## config.mk

```make
export PLATFORM = sky130hd
export DESIGN_NAME = elevator_call_controller
export DESIGN_NICKNAME = d
export VERILOG_FILES = /design/src/rtl/elevator_pkg.sv /design/src/rtl/elevator_call_select.sv /design/src/rtl/elevator_call_controller.sv
export SDC_FILE = /design/constraint.sdc
export NUM_CORES = 1
export LEC_CHECK = 0
export ABC_AREA = 1
export CORE_UTILIZATION = 55
export DETAILED_ROUTE_END_ITERATION = 10
export PLACE_DENSITY = 0.79
export REMOVE_ABC_BUFFERS = 1
export SETUP_SLACK_MARGIN = 0.02
export SLEW_MARGIN = 15
export SYNTH_ARGS = -nofsm -noshare
export SYNTH_HDL_FRONTEND = slang
export SYNTH_SLANG_ARGS = --single-unit
```

## constraint.sdc

```tcl
create_clock -name clk -period 2 [get_ports clk]
set_input_delay 0.4 -clock clk [delete_from_list [all_inputs] [get_ports clk]]
set_output_delay 0.4 -clock clk [all_outputs]
set_load 0.005 [all_outputs]
```

## src/rtl/elevator_pkg.sv

```systemverilog
// Types and constants shared by the elevator and its call-side controller.
package elevator_pkg;

  localparam int unsigned FLOORS = 4;

  typedef logic [1:0] floor_t;

  typedef enum logic [2:0] {
    IDLE,
    DISPATCH,
    TRAVEL,
    DOOR,
    FAULT
  } call_state_t;

  function automatic logic [FLOORS-1:0] floor_mask(input floor_t f);
    logic [FLOORS-1:0] m;
    m    = '0;
    m[f] = 1'b1;
    return m;
  endfunction

endpackage

```

## src/rtl/elevator_call_select.sv

```systemverilog
// Combinational SCAN target selection: keep the current direction while calls
// remain ahead of the car, otherwise reverse toward the nearest call behind it.
module elevator_call_select
  import elevator_pkg::*;
(
  input  logic [FLOORS-1:0] pending,
  input  logic [1:0]        current_floor,
  input  logic              dir_up,
  output logic [1:0]        target,
  output logic              target_valid,
  output logic              at_floor,
  output logic              next_dir_up
);

  logic   have_above;
  logic   have_below;
  floor_t lo_above;
  floor_t hi_below;

  always_comb begin
    have_above = 1'b0;
    have_below = 1'b0;
    lo_above   = current_floor;
    hi_below   = current_floor;
    // Ascending scan: first hit above is the nearest, last hit below is the nearest.
    for (int unsigned i = 0; i < FLOORS; i++) begin
      if (pending[i]) begin
        if (i > 32'(current_floor)) begin
          if (!have_above) begin
            lo_above   = floor_t'(i);
            have_above = 1'b1;
          end
        end else if (i < 32'(current_floor)) begin
          hi_below   = floor_t'(i);
          have_below = 1'b1;
        end
      end
    end
  end

  always_comb begin
    at_floor     = pending[current_floor];
    target_valid = |pending;
    target       = current_floor;
    next_dir_up  = dir_up;
    if (!at_floor) begin
      if (dir_up) begin
        if (have_above) begin
          target = lo_above;
        end else if (have_below) begin
          target      = hi_below;
          next_dir_up = 1'b0;
        end
      end else begin
        if (have_below) begin
          target = hi_below;
        end else if (have_above) begin
          target      = lo_above;
          next_dir_up = 1'b1;
        end
      end
    end
  end

endmodule

```

## src/rtl/elevator_call_controller.sv

```systemverilog
// Call-side controller: latches floor calls, dispatches SCAN targets to the
// elevator via rfloor, holds the door interval and flags travel timeouts.
module elevator_call_controller
  import elevator_pkg::*;
#(
  parameter int unsigned DOOR_CYCLES  = 50,
  parameter int unsigned TRAVEL_LIMIT = 1000
) (
  input  logic              clk,
  input  logic              reset_n,
  input  logic [FLOORS-1:0] call_btn,
  input  logic [1:0]        current_floor,
  input  logic              up,
  input  logic              down,
  input  logic              stop,
  output logic [1:0]        rfloor,
  output logic [FLOORS-1:0] pending,
  output logic              door_open,
  output logic              busy,
  output logic              fault
);

  localparam int unsigned DW = $clog2(DOOR_CYCLES + 1);
  localparam int unsigned TW = $clog2(TRAVEL_LIMIT + 1);

  call_state_t       state;
  call_state_t       state_next;
  logic              dir_up;
  logic [DW-1:0]     door_cnt;
  logic [TW-1:0]     travel_cnt;

  logic [1:0]        sel_target;
  logic              sel_valid;
  logic              sel_at_floor;
  logic              sel_next_dir_up;

  logic              arrive;
  logic              travel_expired;
  logic              door_reload;
  logic              door_done;
  logic              dispatch_here;
  logic              dispatch_go;
  logic [FLOORS-1:0] serve_mask;

  logic              unused_motion;
  assign unused_motion = up ^ down;

  elevator_call_select u_select (
    .pending       (pending),
    .current_floor (current_floor),
    .dir_up        (dir_up),
    .target        (sel_target),
    .target_valid  (sel_valid),
    .at_floor      (sel_at_floor),
    .next_dir_up   (sel_next_dir_up)
  );

  always_comb begin
    arrive         = (state == TRAVEL) && stop && (current_floor == rfloor);
    travel_expired = (state == TRAVEL) && !arrive &&
                     (travel_cnt >= TW'(TRAVEL_LIMIT - 1));
    door_reload    = (state == DOOR) && call_btn[current_floor];
    door_done      = (state == DOOR) && !door_reload && (door_cnt == '0);
    dispatch_here  = (state == DISPATCH) && sel_at_floor;
    dispatch_go    = (state == DISPATCH) && sel_valid && !sel_at_floor;
  end

  // The floor being served masks its own button, so an arrival-edge press loses to the clear.
  always_comb begin
    serve_mask = '0;
    if (arrive) begin
      serve_mask = floor_mask(rfloor);
    end else if (dispatch_here || (state == DOOR)) begin
      serve_mask = floor_mask(current_floor);
    end
  end

  always_ff @(posedge clk or negedge reset_n) begin
    if (!reset_n) begin
      state <= IDLE;
    end else begin
      state <= state_next;
    end
  end

  always_comb begin
    state_next = state;
    unique case (state)
      IDLE: begin
        if (|pending) state_next = DISPATCH;
      end
      DISPATCH: begin
        if (sel_at_floor)   state_next = DOOR;
        else if (sel_valid) state_next = TRAVEL;
        else                state_next = IDLE;
      end
      TRAVEL: begin
        if (arrive)              state_next = DOOR;
        else if (travel_expired) state_next = FAULT;
      end
      DOOR: begin
        if (door_done) state_next = (|pending) ? DISPATCH : IDLE;
      end
      FAULT: state_next = FAULT;
      default: state_next = IDLE;
    endcase
  end

  always_comb begin
    busy      = (state != IDLE);
    door_open = (state == DOOR);
    fault     = (state == FAULT);
  end

  always_ff @(posedge clk or negedge reset_n) begin
    if (!reset_n) begin
      pending <= '0;
      rfloor  <= '0;
      dir_up  <= 1'b1;
    end else begin
      pending <= (pending | call_btn) & ~serve_mask;
      if (dispatch_go) rfloor <= sel_target;
      if ((state == DISPATCH) && sel_valid) dir_up <= sel_next_dir_up;
    end
  end

  // Counter holds DOOR_CYCLES-1 on entry so the door stays open DOOR_CYCLES cycles.
  always_ff @(posedge clk or negedge reset_n) begin
    if (!reset_n) begin
      door_cnt <= '0;
    end else if (arrive || dispatch_here || door_reload) begin
      door_cnt <= DW'(DOOR_CYCLES - 1);
    end else if ((state == DOOR) && (door_cnt != '0)) begin
      door_cnt <= door_cnt - 1'b1;
    end
  end

  always_ff @(posedge clk or negedge reset_n) begin
    if (!reset_n) begin
      travel_cnt <= '0;
    end else if (dispatch_go) begin
      travel_cnt <= '0;
    end else if ((state == TRAVEL) && (travel_cnt != TW'(TRAVEL_LIMIT))) begin
      travel_cnt <= travel_cnt + 1'b1;
    end
  end

endmodule

```

; ---- Word level (Yosys, flattened, before mapping)
; Index checks and enable logic that the tools add are counted.
[totals]
reg_bits = 26
[op_classes]
addsub = 2
magnitude_cmp = 11
eq_ne = 9
muxes = 63
bitwise_logic = 4
reduce_logical = 29
[ops]
columns = cell, count
row1 = 2-bit 2-to-1 mux, 24
row2 = 1-bit 2-to-1 mux, 24
row3 = 10-bit 2-to-1 mux, 2
row4 = 3-bit case mux with 5 select lines, 1
row5 = 1-bit logical AND, 14
row6 = 3-bit 2-to-1 mux, 4
row7 = 6-bit 2-to-1 mux, 2
row8 = "10-bit by 1-bit adder with 10-bit output, second input constant", 1
row9 = "10-bit >= comparator, second input constant", 1
row10 = "10-bit != test, second input constant", 1
row11 = 4-bit 2-to-1 mux, 2
row12 = "3-bit by 2-bit equality test with 1-bit output, second input constant", 2
row13 = 6-bit logical NOT, 1
row14 = "2-bit by 3-bit less-than comparator with 1-bit output, second input constant", 2
row15 = 6-bit nonzero test, 1
row16 = "6-bit by 1-bit subtractor with 6-bit output, second input constant", 1
row17 = 4-bit bitwise AND, 1
row18 = 1-bit binary-select mux with 2-bit select, 2
row19 = 1-bit demux with 2-bit select, 2
row20 = "2-bit by 1-bit >= comparator with 1-bit output, second input constant", 2
row21 = "2-bit > comparator, first input constant", 2
row22 = "1-bit by 2-bit less-than comparator with 1-bit output, first input constant", 2
row23 = 4-bit inverter, 1
row24 = 4-bit OR, 1
row25 = other kinds (17), 22

; ---- Logic depth before layout (Yosys ltp)
[depth]
ltp_word = 13
ltp_mapped = 10
ltp_nobuf = 10

; ---- Modules after synthesis
; A second synthesis with hierarchy kept.
[hier_totals]
hier_cells = 275
area_unflattened_um2 = 1905.6
[modules_own_cells]
columns = module, instances, cells_each, area_each_um2, seq_area_each_um2
row1 = elevator_call_controller, 1, 223, 1676.6, 651.9
row2 = elevator_call_select, 1, 52, 229.0, 0.0

; ---- Least setup slack after synthesis
; No wires, ideal clock.
[synth_timing]
path_kind = register -> register
start = register travel_cnt[0]
end = register travel_cnt[5]
setup_time_ns = 0.117
arrival_time_ns = 1.332
t_required_ns = 1.883
setup_slack_ns = 0.552
stages_incl_launch_ff = 11
path_buffers = 0
period_less_slack_ns = 1.448
path_cell_list = dfrtp_1 -> inv_1 -> ha_1 -> nand2_1 -> nor3_1 -> a21oi_2 -> inv_1 -> nand2_1 -> inv_1 -> nand2_1 -> nand2_1
[synth_via]
elab_chain_cells = 3
[synth_rtl]
columns = element, line_no
row1 = from (decl), elevator_call_controller.sv:30  ; logic [TW-1:0] travel_cnt;
row2 = from (signal assigned), elevator_call_controller.sv:144  ; travel_cnt <= travel_cnt + 1'b1;
row3 = 10-bit by 1-bit adder with 10-bit output / 10-bit != test (equally long branches), "elevator_call_controller.sv:144, elevator_call_controller.sv:143"
row4 = 10-bit 2-to-1 mux / 1-bit logical AND (equally long branches), elevator_call_controller.sv:143  ; end else if ((state == TRAVEL) && (travel_cnt != TW'(TRAVEL_LIMIT))) begin
row5 = 10-bit 2-to-1 mux / 2-bit nonzero test (equally long branches), n/a
; Several ways; a longest one is shown, not always the timed one. The select of a mux whose other input is x is not followed.
; A chain may end at the register's enable or synchronous reset.

; ---- Worst setup path in the final report
[layout_timing]
start = register state[1]
end = output busy
[layout_via]
elab_chain_cells = 1
[layout_rtl]
columns = element, line_no
row1 = from (decl), elevator_call_controller.sv:26  ; call_state_t state;
row2 = from (signal assigned), elevator_call_controller.sv:82  ; state <= state_next;
row3 = 3-bit nonzero test, elevator_call_controller.sv:110  ; busy = (state != IDLE);
row4 = to (decl), elevator_call_controller.sv:19  ; output logic busy,
; No other way between the ends.

==> flow_summary.json <==
{
  "ant_nets": 0,
  "core_area_sq_um": 2853,
  "post_drt_wl_per_cell_um": 12.81,
  "post-route-min-period_ns": 1.932,
  "mostFrequentLayoutCells": "81 x sky130_fd_sc_hd__nand2_1, 29 x sky130_fd_sc_hd__inv_1, 22 x sky130_fd_sc_hd__nor2_1, 22 x sky130_fd_sc_hd__dfrtp_1",
  "finalHoldViolations": 0,
  "rsz0062_at_grt": "true",
  "number_of_top_level_pins": 20,
  "ff_latch_area_sq_um": 655.6,
  "cts_buffers": 3,
  "worst_setup_path_start_kind": "register",
  "synth_area_leaders": "sky130_fd_sc_hd__dfrtp_1 37%, sky130_fd_sc_hd__nand2_1 18%, sky130_fd_sc_hd__inv_1 6.6%",
  "cell_area_after_technology_mapping_sq_um": 1700,
  "tightest_hold_margin_ns": 0.4143,
  "run_status": "finished with violations",
  "first_global_vias": 1455,
  "diodes": 0,
  "synthDominantCellAreaShare_pct": 36.79,
  "report.power.total_mw": 2.370,
  "drtIter0Drc": 61,
  "gr-total-overflow": 0,
  "clk_pin_slew_ns": 0.15,
  "worst_path_max_delay_cell": "sky130_fd_sc_hd__dfrtp_2",
  "floorplan.die.width_um": 57.60,
  "path_buf_inv": 2,
  "drive_gt1_share_pct": 11.64,
  "global_route_wire_length_before_repair_mm": 6.561,
  "cp-end-kind": "output pin",
  "finalCritPeriodShare_pct": 96.61,
  "cp.arrival_ns": 1.53,
  "portBuffers": 17,
  "sequential_element_share_of_the_synthesized_area_pct": 38.34,
  "cts_root_buffer": "sky130_fd_sc_hd__clkbuf_4",
  "slew_headroom_pct": 74.73,
  "num_vias": 1662,
  "path_cells": "nor3_2 > inv_1 > clkdlybuf4s50_1",
  "timing.setup.critical_path_class": "reg -> out",
  "fp.dieH_um": 57.60,
  "syn-mean-instance-area_sq_um": 6.884,
  "grt_antenna_before_repair": 0,
  "synth.yosys.warnings": 0,
  "worst_slew_pin_slew_ns": 0.3751,
  "cap_violations": 0,
  "power-per-cell-area_nw_per_um2": 1175,
  "final_setup_vio_count": 0,
  "gpl.final_weighted_congestion": 0.9094,
  "required_ns": 1.60,
  "critical_path.max_stage_delay_ns": 0.49,
  "area_delta_synth_final_pct": 18.69,
  "cts.htree.levels": 1,
  "nets": 291,
  "mostFrequentLayoutCell": "sky130_fd_sc_hd__nand2_1",
  "grt_start_max_net_pins": 27,
  "floorplan.initialDensity_pct": 59.61,
  "tritoncts_num_sinks": 26,
  "routed_via_density": 5.431,
  "grt.total_usage_pct": 26.14,
  "tritoncts": "yes",
  "clock_skew_ns": 0.01188,
  "synth_seq_cells": 26,
  "insertion_delay_ns": 0.33,
  "dieArea_sq_um": 3318,
  "finalWirelength_mm": 3.921,
  "timing.final.max_slew_violations": 0,
  "fill_cells": 241,
  "combined_area_of_the_multi_input_logic_cells_sq_um": 929.6,
  "drc_errors": 1,
  "placement_rows": 19,
  "place_hpwl_mm": 2.874,
  "ctsLongestPathBuffers": 2,
  "timing.critical_path.max_delay_family": "buffers and inverters",
  "max-vdd-ir-drop_mv": 0.6902,
  "power.static_leakage_nw": 0.9954,
  "violations": "design-rule violations",
  "worstPathMaxFanout": 5,
  "synthesis.instances": 247,
  "cts_hold_buf": 0,
  "timing.hold.worst.class": "in -> async",
  "drt-pass1-iter-count": 8,
  "netlist.top_cell.by_area": "sky130_fd_sc_hd__dfrtp_1",
  "cell_variety_after_synth": 27,
  "fmax_mhz": 517.6
}
cells by family (layout without fill, tap and decap cells):
logic type                 Yosys count  in the layout  synth area share, %
and+or+nand+nor                    142            142                37.09
buffers and inverters               35             63                7.947
xor gates and xnor gates             5              5                2.576
DFF                                 26             26                38.34
adders and majority gates            4              4                2.943
AOI/OAI and AO/OA                   35             35                11.11
routing by layer:
layer	global-route usage [%]	wire length, um	vias to the layer above
met2	41.03	1820	54
li1	-	-	852
met3	2.268	250	4
met1	38.37	1816	752
met4	8.014	34	0
met5	0	0	-
cells in the mapped netlist (all sizes together):
cell type	number
buf	3
a21oi	12
xnor2	2
nand2	83
nor2	25
xor2	3
dfrtp	25
dfstp	1
inv	32
o21a	1
nor3	8
o22ai	4
nand4	7
ha	4
nand3	18
o21ai	17
nand3b	1
o21bai	1
registers in the layout, indices dropped and copies added (netlist names):
signal,count
rfloor,2
pending,4
door_cnt,6
dir_up,1
travel_cnt,10
state,3
area by class of cell:
type / instances / share of cell area, %
clock buffer: 4 / 1.302
inverter: 32 / 5.952
multi-input combinational: 186 / 46.06
sequential: 26 / 32.49
tap: 31 / 1.922
timing repair buffer: 27 / 12.28
worst paths after layout:
| path | start | to | slack, ns | cells after the start |
|---|---|---|---|---|
| worst max-delay path | state[1] | busy | 0.07 | 3 |
| worst min-delay path | reset_n | door_cnt[0] | 0.41 | 2 |
| worst max register to register | travel_cnt[0] | travel_cnt[9] | 0.37 | 10 |
| worst min register to register | door_cnt[5] | door_cnt[5] | 0.52 | 2 |
| max in group asynchronous | reset_n | dir_up | 1.27 | 2 |
| min in group clk | door_cnt[5] | door_cnt[5] | 0.52 | 2 |
metrics by stage:
stage | setup TNS [ns] | cells | setup slack [ns] | cell area, sq um | util, %
floorplan | 0 | 244 | 0.5402 | 1685 | -
global placement | 0 | 300 | 0.05124 | 1954 | 68.51
detailed placement | 0 | 300 | 0.03834 | 1954 | 68.51
CTS | -0.0009504 | 305 | -0.0009504 | 2002 | 70.18
global route | 0 | 306 | 0.0007462 | 2018 | 70.75
finish | 0 | 306 | 0.06783 | 2018 | 70.75
power by group:
part | switching (mW) | total [mW] | internal (mW)
registers | 0.213 | 0.913 | 0.700
clock network | 0.162 | 0.240 | 0.0781
logic | 0.699 | 1.22 | 0.519
timing repair:
action | CTS | global route
pin swaps | 1 | 0
resized for setup | 4 | 4
setup buffers | 1 | 1
setup endpoints to repair | 3 | 3
No activity file was read; power rests on OpenSTA's default activity.
